==> src/rtl/dequant_block_writer.sv <==
// Zigzag-ordered quantized coefficients in, dequantized 16-bit words out to the pre-IDCT SRAM raster layout.
// Optional per-block completion pulse is enabled by defining M3_BLOCK_DONE_PULSE_EN.
module dequant_block_writer #(
    parameter logic [17:0] PRE_IDCT_OFFSET = 18'd76800,
    parameter logic [17:0] U_SEG_OFFSET    = 18'd153600,
    parameter logic [17:0] V_SEG_OFFSET    = 18'd192000,
    parameter int          Y_BLOCK_COLS    = 40,
    parameter int          UV_BLOCK_COLS   = 20,
    parameter int          BLOCK_ROWS      = 30
) (
    input  logic               CLOCK_50_I,
    input  logic               Reset,
    input  logic               m3_start,
    input  logic               q_sel,
    input  logic signed [15:0] coef_data,
    input  logic               coef_valid,
    output logic               coef_ready,
    output logic [17:0]        SRAM_address,
    output logic signed [15:0] SRAM_write_data,
    output logic               write_en_n,
    output logic               m3_finish
`ifdef M3_BLOCK_DONE_PULSE_EN
    ,
    output logic               block_done,
    output logic [11:0]        block_index
`endif
);

    localparam int DATA_W = 16;
    localparam int EXT_W  = 24;

    localparam logic [1:0] S_IDLE  = 2'd0;
    localparam logic [1:0] S_RUN   = 2'd1;
    localparam logic [1:0] S_FLUSH = 2'd2;
    localparam logic [1:0] S_DONE  = 2'd3;

    localparam logic [5:0]  Y_COL_LAST  = 6'(Y_BLOCK_COLS - 1);
    localparam logic [5:0]  UV_COL_LAST = 6'(UV_BLOCK_COLS - 1);
    localparam logic [4:0]  ROW_LAST    = 5'(BLOCK_ROWS - 1);
    localparam logic [17:0] Y_ROW_W     = 18'(Y_BLOCK_COLS * 8);
    localparam logic [17:0] UV_ROW_W    = 18'(UV_BLOCK_COLS * 8);

    // Returns {row, col} as two octal digits.
    function automatic logic [5:0] zigzag(input logic [5:0] k);
        logic [5:0] rc;
        case (k)
            6'd0:  rc = 6'o00; 6'd1:  rc = 6'o01; 6'd2:  rc = 6'o10; 6'd3:  rc = 6'o20;
            6'd4:  rc = 6'o11; 6'd5:  rc = 6'o02; 6'd6:  rc = 6'o03; 6'd7:  rc = 6'o12;
            6'd8:  rc = 6'o21; 6'd9:  rc = 6'o30; 6'd10: rc = 6'o40; 6'd11: rc = 6'o31;
            6'd12: rc = 6'o22; 6'd13: rc = 6'o13; 6'd14: rc = 6'o04; 6'd15: rc = 6'o05;
            6'd16: rc = 6'o14; 6'd17: rc = 6'o23; 6'd18: rc = 6'o32; 6'd19: rc = 6'o41;
            6'd20: rc = 6'o50; 6'd21: rc = 6'o60; 6'd22: rc = 6'o51; 6'd23: rc = 6'o42;
            6'd24: rc = 6'o33; 6'd25: rc = 6'o24; 6'd26: rc = 6'o15; 6'd27: rc = 6'o06;
            6'd28: rc = 6'o07; 6'd29: rc = 6'o16; 6'd30: rc = 6'o25; 6'd31: rc = 6'o34;
            6'd32: rc = 6'o43; 6'd33: rc = 6'o52; 6'd34: rc = 6'o61; 6'd35: rc = 6'o70;
            6'd36: rc = 6'o71; 6'd37: rc = 6'o62; 6'd38: rc = 6'o53; 6'd39: rc = 6'o44;
            6'd40: rc = 6'o35; 6'd41: rc = 6'o26; 6'd42: rc = 6'o17; 6'd43: rc = 6'o27;
            6'd44: rc = 6'o36; 6'd45: rc = 6'o45; 6'd46: rc = 6'o54; 6'd47: rc = 6'o63;
            6'd48: rc = 6'o72; 6'd49: rc = 6'o73; 6'd50: rc = 6'o64; 6'd51: rc = 6'o55;
            6'd52: rc = 6'o46; 6'd53: rc = 6'o37; 6'd54: rc = 6'o47; 6'd55: rc = 6'o56;
            6'd56: rc = 6'o65; 6'd57: rc = 6'o74; 6'd58: rc = 6'o75; 6'd59: rc = 6'o66;
            6'd60: rc = 6'o57; 6'd61: rc = 6'o67; 6'd62: rc = 6'o76; default: rc = 6'o77;
        endcase
        return rc;
    endfunction

    function automatic logic [2:0] quant_shift(input logic q, input logic [3:0] s);
        logic [2:0] sh;
        if (!q) begin
            if (s == 4'd0)      sh = 3'd3;
            else if (s == 4'd1) sh = 3'd2;
            else if (s <= 4'd3) sh = 3'd3;
            else if (s <= 4'd5) sh = 3'd4;
            else if (s <= 4'd7) sh = 3'd5;
            else                sh = 3'd6;
        end else begin
            if (s == 4'd0)      sh = 3'd3;
            else if (s <= 4'd3) sh = 3'd1;
            else if (s <= 4'd5) sh = 3'd2;
            else if (s <= 4'd7) sh = 3'd3;
            else if (s <= 4'd9) sh = 3'd4;
            else                sh = 3'd5;
        end
        return sh;
    endfunction

    function automatic logic signed [DATA_W-1:0] saturate(input logic signed [EXT_W-1:0] v);
        logic signed [DATA_W-1:0] r;
        if (v > 24'sd32767)       r = 16'sh7FFF;
        else if (v < -24'sd32768) r = 16'sh8000;
        else                      r = v[DATA_W-1:0];
        return r;
    endfunction

    logic [1:0] state;
    logic       q_sel_lat;
    logic [5:0] k;
    logic [5:0] block_col;
    logic [4:0] block_row;
    logic [1:0] seg;

    logic                     vld_p0;
    logic [5:0]               rc_p0;
    logic [3:0]               sum_p0;
    logic signed [EXT_W-1:0]  scaled_p0;
    logic signed [DATA_W-1:0] data_p0;
    logic [17:0]              seg_base_p0;
    logic [17:0]              row_w_p0;
    logic [17:0]              addr_p0;
    logic [5:0]               col_last_p0;
    logic                     frame_last_p0;

    assign vld_p0 = coef_valid && coef_ready;

    // p0: accepted coefficient -> address and dequantized value
    always_comb begin
        rc_p0         = zigzag(k);
        sum_p0        = {1'b0, rc_p0[5:3]} + {1'b0, rc_p0[2:0]};
        scaled_p0     = EXT_W'(coef_data) <<< quant_shift(q_sel_lat, sum_p0);
        data_p0       = saturate(scaled_p0);
        seg_base_p0   = PRE_IDCT_OFFSET;
        row_w_p0      = Y_ROW_W;
        col_last_p0   = Y_COL_LAST;
        if (seg == 2'd1) begin
            seg_base_p0 = U_SEG_OFFSET;
            row_w_p0    = UV_ROW_W;
            col_last_p0 = UV_COL_LAST;
        end else if (seg != 2'd0) begin
            seg_base_p0 = V_SEG_OFFSET;
            row_w_p0    = UV_ROW_W;
            col_last_p0 = UV_COL_LAST;
        end
        addr_p0       = seg_base_p0 + 18'({block_row, rc_p0[5:3]}) * row_w_p0
                      + 18'({block_col, rc_p0[2:0]});
        frame_last_p0 = (seg == 2'd2) && (block_row == ROW_LAST)
                      && (block_col == col_last_p0) && (k == 6'd63);
    end

    // p1: registered SRAM write and control
    always_ff @(posedge CLOCK_50_I) begin
        if (Reset) begin
            state           <= S_IDLE;
            q_sel_lat       <= 1'b0;
            k               <= '0;
            block_col       <= '0;
            block_row       <= '0;
            seg             <= '0;
            coef_ready      <= 1'b0;
            write_en_n      <= 1'b1;
            SRAM_address    <= '0;
            SRAM_write_data <= '0;
            m3_finish       <= 1'b0;
        end else begin
            write_en_n <= !vld_p0;
            m3_finish  <= 1'b0;
            if (vld_p0) begin
                SRAM_address    <= addr_p0;
                SRAM_write_data <= data_p0;
            end
            case (state)
                S_IDLE: begin
                    if (m3_start) begin
                        q_sel_lat  <= q_sel;
                        k          <= '0;
                        block_col  <= '0;
                        block_row  <= '0;
                        seg        <= '0;
                        coef_ready <= 1'b1;
                        state      <= S_RUN;
                    end
                end
                S_RUN: begin
                    if (vld_p0) begin
                        if (k == 6'd63) begin
                            k <= '0;
                            if (block_col == col_last_p0) begin
                                block_col <= '0;
                                if (block_row == ROW_LAST) begin
                                    block_row <= '0;
                                    seg       <= seg + 2'd1;
                                end else begin
                                    block_row <= block_row + 5'd1;
                                end
                            end else begin
                                block_col <= block_col + 6'd1;
                            end
                        end else begin
                            k <= k + 6'd1;
                        end
                        if (frame_last_p0) begin
                            coef_ready <= 1'b0;
                            state      <= S_FLUSH;
                        end
                    end
                end
                S_FLUSH: begin
                    m3_finish <= 1'b1;
                    state     <= S_DONE;
                end
                default: state <= S_IDLE;
            endcase
        end
    end

`ifdef M3_BLOCK_DONE_PULSE_EN
    localparam logic [11:0] U_BLK_BASE = 12'(Y_BLOCK_COLS * BLOCK_ROWS);
    localparam logic [11:0] V_BLK_BASE = 12'((Y_BLOCK_COLS + UV_BLOCK_COLS) * BLOCK_ROWS);

    logic [11:0] blk_base_p0;
    logic [11:0] blk_idx_p0;

    always_comb begin
        blk_base_p0 = (seg == 2'd0) ? 12'd0 : ((seg == 2'd1) ? U_BLK_BASE : V_BLK_BASE);
        blk_idx_p0  = blk_base_p0 + 12'(block_row) * 12'({6'd0, col_last_p0} + 12'd1)
                    + 12'(block_col);
    end

    always_ff @(posedge CLOCK_50_I) begin
        if (Reset) begin
            block_done  <= 1'b0;
            block_index <= '0;
        end else begin
            block_done <= vld_p0 && (k == 6'd63);
            if (vld_p0 && (k == 6'd63)) block_index <= blk_idx_p0;
        end
    end
`endif

endmodule
==> config.mk <==
export PLATFORM = sky130hd
export DESIGN_NAME = dequant_block_writer
export DESIGN_NICKNAME = d
export VERILOG_FILES = /design/src/rtl/dequant_block_writer.sv
export SDC_FILE = /design/constraint.sdc
export NUM_CORES = 1
export LEC_CHECK = 0
export CAP_MARGIN = 0
export CORE_MARGIN = 4
export CORE_UTILIZATION = 45
export DETAILED_ROUTE_END_ITERATION = 12
export PLACE_DENSITY = 0.67
export SLEW_MARGIN = 20
export SYNTH_ARGS = -nofsm -noshare
export SYNTH_HDL_FRONTEND = slang
export SYNTH_SLANG_ARGS = --single-unit
==> constraint.sdc <==
create_clock -name CLOCK_50_I -period 5.95 [get_ports CLOCK_50_I]
set_input_delay 1.19 -clock CLOCK_50_I [delete_from_list [all_inputs] [get_ports CLOCK_50_I]]
set_output_delay 1.19 -clock CLOCK_50_I [all_outputs]
set_load 0.01 [all_outputs]
# After elaboration in Yosys (flattened, before gate mapping)
# Memory sizes are Yosys's and may differ from the RTL's. A register that Yosys moved wholly into a read port is not among the register bits.
# Cells that the tools add are included.
# W data, S select, Z words.
dict set report classes {
  mul 1
  order_cmp 6
  shifts 1
  mux 50
  eq_ne 14
  n_addsub 7
  n_reduce_logical 16
}
# op n
set ops {}
lappend ops {{$mux W6} 10}
lappend ops {{$mux W18} 2}
lappend ops {{$mux W16} 2}
lappend ops {{$mux W5} 5}
lappend ops {{$gt A24 B16 Y1 const B} 1}
lappend ops {{$lt A24 B16 Y1 const B} 1}
lappend ops {{$mux W3} 8}
lappend ops {{$pmux W6 S2} 2}
lappend ops {{$sshl A16 B3 Y24} 1}
lappend ops {{$mux W2} 10}
lappend ops {{$add A18 B18 Y18} 1}
lappend ops {{$add A18 B9 Y18} 1}
lappend ops {{$mul A8 B18 Y18} 1}
lappend ops {{$mux W9} 2}
lappend ops {{$add A6 B1 Y6 const B} 2}
lappend ops {{$ne A2 B2 Y1 const B} 6}
lappend ops {{$pmux W5 S2} 1}
lappend ops {{$le A4 B3 Y1 const B} 2}
lappend ops {{$reduce_and A4 Y1} 2}
lappend ops {{$eq A6 B6 Y1} 1}
lappend ops {{$eq A6 B6 Y1 const B} 1}
lappend ops {{$pmux W2 S3} 1}
lappend ops {{$reduce_and A3 Y1} 2}
lappend ops {{$reduce_and A6 Y1} 1}
lappend ops {{19 further kinds} 29}
dict set report totals {
  rom_bits 384
  n_memories 1
  reg_bits 59
  out_inout_bits 37
}
# memory words word_bits rd rd_clocked_by_memory_dff wr line_no
set memory_table {}
lappend memory_table {{(no name shown)} 64 6 1 1 0 46} ;# case (k)

# Longest topological paths before layout
dict set report depth {
  ltp_word 12
  ltp_mapped 21
  depth_no_buf 21
}

# Worst setup path after synthesis
# Ideal clock, no wire load.
dict set report synth_timing {
  path_type {register -> register}
  startpoint {reg seg[0]}
  endpoint {reg SRAM_address[17]}
  path_buffers 1
  stages_incl_launch_ff 20
  required_time_ps 5880
  arrival_time_ps 4362
  path_slack_ps 1517
  path_cell_list {dfxtp_1 > inv_1 > ha_1 > clkbuf_1 > nand2_1 > fa_1 > fa_1 > inv_1 > ha_1 > inv_1 > fa_1 > inv_1 > ha_1 > a21oi_1 > o211ai_1 > a2111oi_0 > o31ai_1 > xnor2_1 > nand2_1 > a21oi_1}
}
dict set report synth_via {
  elab_chain_cells 6
  elab_cells_between_ends 9
}
# element line_no
set synth_lines {}
lappend synth_lines {{start, declared} 100} ;# logic [1:0] seg;
lappend synth_lines {{start signal, assigned} 180} ;# seg <= seg + 2'd1;
lappend synth_lines {{$reduce_bool A2 Y1} 128} ;# end else if (seg != 2'd0) begin
lappend synth_lines {{$mux W9} 128}
lappend synth_lines {{$mux W9} 124} ;# if (seg == 2'd1) begin
lappend synth_lines {{$mul A8 B18 Y18} 133} ;# addr_p0 = seg_base_p0 + 18'({block_row, rc_p0[5:3]}) * row_w_p0
lappend synth_lines {{$add A18 B18 Y18 *} 133}
lappend synth_lines {{$add A18 B9 Y18 *} 134} ;# + 18'({block_col, rc_p0[2:0]});
lappend synth_lines {{end signal, assigned} 157} ;# SRAM_address <= addr_p0;
lappend synth_lines {{end, declared} 18} ;# output logic [17:0] SRAM_address,
# Mark *: on every way between the ends. The rest lies on a longest branch, timed or not.
# A chain may end at the register's enable or synchronous reset.

# Worst setup path after layout
# Ends and elaborated chain as after synthesis.

==> metrics.md <==
| Metric | Value |
|---|---|
| Status | complete, no violations |
| Switching pwr | roughly 0.0007 W |
| Layout cell share with drive strength beyond 1 | 0.0682 |
| Initial drt markers | 432 |
| Avg Cell Area, Syn | between 8 and 9 um^2 |
| Comb pwr share | 0.432 |
| Internal power | between 0.001 and 0.0015 W |
| Slew @ Worst Pin | 0.917 ns |
| CP Capture Type | flop |
| Core Util, Final | 0.534 |
| Vias in the first global route | between 5000 and 6000 |
| Drt pass-1 iters | 5 |
| Largest net degree at the start of global routing | 66 |
| Routed vias | 5400 |
| Initial Util | 0.461 |
| Post-CTS Resized | 0 |
| Post-synth ARST share | 0 |
| Vias per Instance | 5.78 |
| Chip width | ~120 um |
| Die footprint | approximately 15000 um^2 |
| Final setup viols | 0 |
| Max Clk Rate | between 150 and 200 MHz |
| VDD IR max | between 0.1 and 0.15 mV |
| Antenna violations before repair | 0 |
| RSZ-0062 raised after global routing | false |
| Max-cap check violation count | 0 |
| Root Driver | clkbuf_16 |
| Worst slew margin | 0.388 |
| Nets | between 800 and 900 |
| Leak | 2.80 nW |
| DR WL/cell | between 15 and 20 um |
| Post-CTS setup buffers | 0 |
| CP Class | reg -> reg |
| Critical Path AT | 5.29 ns |
| Grt total ovfl | 0 |
| Clk pwr share | 0.267 |
| Reg power frac | 0.301 |
| Area Overhead vs Synth | 16.0% |
| Total core area | about 13000 um^2 |
| Post-route minimum period | 5.04 ns |
| Worst Path Max Fanout | 18 |
| Residual DRC | 0 |
| Clock sinks | between 60 and 70 |
| Post-Syn Area | slightly below 6000 um^2 |
| Post-synth EDFFs | 0 |
| Clock transition at the registers of the reported paths | 0.05 ns |
| Insertion delay to the later sink of the worst-skew pair | 0.33 ns |
| Synth warn | 0 |
| Sequential element share of the synthesized area | 0.223 |
| Switching share of total power | 0.384 |
| IO Port Bufs | 57 |
| Required time of the critical path | 6.21 ns |
| Diode count | 0 |
| GPL Wtd Cong | between 0.8 and 0.9 |
| CTS Buf Count | 9 |
| Post-synthesis cell count | about 720 |
| Total length of routed wires | between 10 and 15 mm |
| Max clock buf depth | 2 |
| CTS tree | done |
| H-Tree Depth | 3 |
| Fin. max-slew vios | 0 |
| First-pass GRT wire length | approximately 25 mm |
| Final Skew | around 0.0046 ns |
| HPWL Detailed | about 11 mm |
| Post-synthesis register bit count | between 60 and 70 |
| Dpl cells | 921 |
| Num rows | 41 |
| # hold bufs at CTS | 0 |
| Final hold vios | 0 |
| Synthesized Nets | 824 |
| Prevailing post-synth register cell | dfxtp_1 |
| Distinct cells, synth | 77 |
| ANT nets after route | 0 |
| Num ports | 58 |
| Hold crit path type | reg -> reg |
| Chip height | between 100 and 150 um |
| GRT Util Overall | 0.205 |
| Setup crit start kind | flop |
| Power per cell area | roughly 270 nW/um^2 |
| Final Cycle Share | 0.846 |
| Fin cells | 935 |
| Final TNS setup | 0 ns |
registers in the layout, summed over array words and instances (netlist names), 2 cells and up:
| register | cells |
|---|---|
| SRAM_write_data | 16 |
| seg | 2 |
| rc_p0 | 6 |
| state | 2 |
| SRAM_address | 18 |
| block_col | 6 |
| block_row | 5 |
| k | 6 |
power by group through the flow:
| stage | logic [W] | registers [W] | clock network (W) |
|---|---|---|---|
| 2_1_floorplan | 0.000545 | 0.000559 | 0 |
| 3_3_place_gp | 0.000771 | 0.000555 | 0 |
| 3_5_place_dp | 0.000784 | 0.000558 | 0 |
| 4_1_cts | 0.000791 | 0.000549 | 0.000499 |
| 5_1_grt | 0.000884 | 0.000556 | 0.000517 |
| 6_report | 0.000788 | 0.000548 | 0.000487 |
final cells by class:
class                      instances  area, um^2
tap                              172         215
timing repair buffer              64         618
sequential                        65        1300
multi-input combinational        552        4110
clock inverter                     3        17.5
fill                            1227        5900
clock buffer                      11         253
inverter                          68         255
metal layers:
metal	vias to the layer above	part of all wire	GRT usage
li1	2634	-	-
met1	2596	0.46	0.279
met2	149	0.47	0.339
met3	21	0.052	0.0288
met4	0	0.019	0.0623
met5	-	0	0
path summary, 6_finish.rpt:
check	cells past startpoint	from	endpoint	slack (ns)
hold reg to reg	2	SRAM_address[13]$_SDFFE_PP0P_	SRAM_address[13]$_SDFFE_PP0P_	0.45
hold / removal	2	SRAM_address[13]$_SDFFE_PP0P_	SRAM_address[13]$_SDFFE_PP0P_	0.45
setup reg to reg	19	seg[0]$_SDFFE_PP0P_	SRAM_address[17]$_SDFFE_PP0P_	0.91
setup / recovery	19	seg[0]$_SDFFE_PP0P_	SRAM_address[17]$_SDFFE_PP0P_	0.91
synth_stat cells, types with 12 or more instances:
| library cell | instances | area (um^2) |
|---|---|---|
| nand2_1 | 77 | 289 |
| nor2_1 | 71 | 267 |
| dfxtp_1 | 65 | 1300 |
| inv_1 | 65 | 244 |
| ha_1 | 56 | 701 |
| a21oi_1 | 46 | 230 |
| clkbuf_1 | 25 | 93.8 |
| fa_1 | 23 | 460 |
| nand3_1 | 22 | 110 |
| a211oi_1 | 19 | 143 |
| mux2i_1 | 16 | 160 |
| o21ai_0 | 15 | 75.1 |
| nor2b_1 | 14 | 87.6 |
| nor3_1 | 13 | 65.1 |
| o211ai_1 | 13 | 97.6 |
| xnor2_1 | 12 | 105 |
cells in the final DEF (no fill, tap or decap), drive strengths merged, types with 9 or more instances in the layout:
cell,count
a211oi,24
fa,23
nor3,14
nor2b,14
a21oi,47
clkbuf,11
and2,9
nand3,22
nor2,71
inv,68
nand2,77
o32ai,10
dfxtp,65
a22oi,9
o211ai,13
nand4,10
clkdlybuf4s50,56
ha,56
xnor2,13
mux2i,16
o21ai,20
through the flow:
step           power [W]  hold slack, ns  worst slack, ns  area, um^2
2_1_floorplan    0.00110           0.436             1.52        5840
3_3_place_gp     0.00133           0.441             1.20        6500
3_5_place_dp     0.00134           0.444             1.01        6500
4_1_cts          0.00184           0.452            0.980        6770
5_1_grt          0.00196           0.467            0.496        6770
6_report         0.00182           0.447            0.914        6770
cell families (layout without fill, tap and decap cells):
| group | Yosys count | count (layout) | synth area share |
|---|---|---|---|
| xor gates and xnor gates | 21 | 21 | 0.0341 |
| AOI/OAI and AO/OA | 182 | 182 | 0.233 |
| muxes | 17 | 17 | 0.0300 |
| DFF | 65 | 65 | 0.223 |
| adders and majority gates | 79 | 79 | 0.199 |
| buffers and inverters | 107 | 146 | 0.0735 |
| and+or+nand+nor | 253 | 253 | 0.208 |
worst max-delay path, cell delays in order, from the launching register on:
cell and delay [ns]:
dfxtp_1 0.38, inv_1 0.08, ha_1 0.39, inv_1 0.21, nand2_1 0.14, fa_1 0.43, fa_1 0.49, inv_1 0.04
ha_1 0.27, inv_1 0.05, fa_1 0.59, inv_1 0.07, ha_1 0.30, a21oi_1 0.19, o211ai_1 0.13, a2111oi_0 0.61
o31ai_1 0.20, xnor2_1 0.19, nand2_1 0.07, a21oi_1 0.14
No activity file was read; power rests on OpenSTA's default activity.
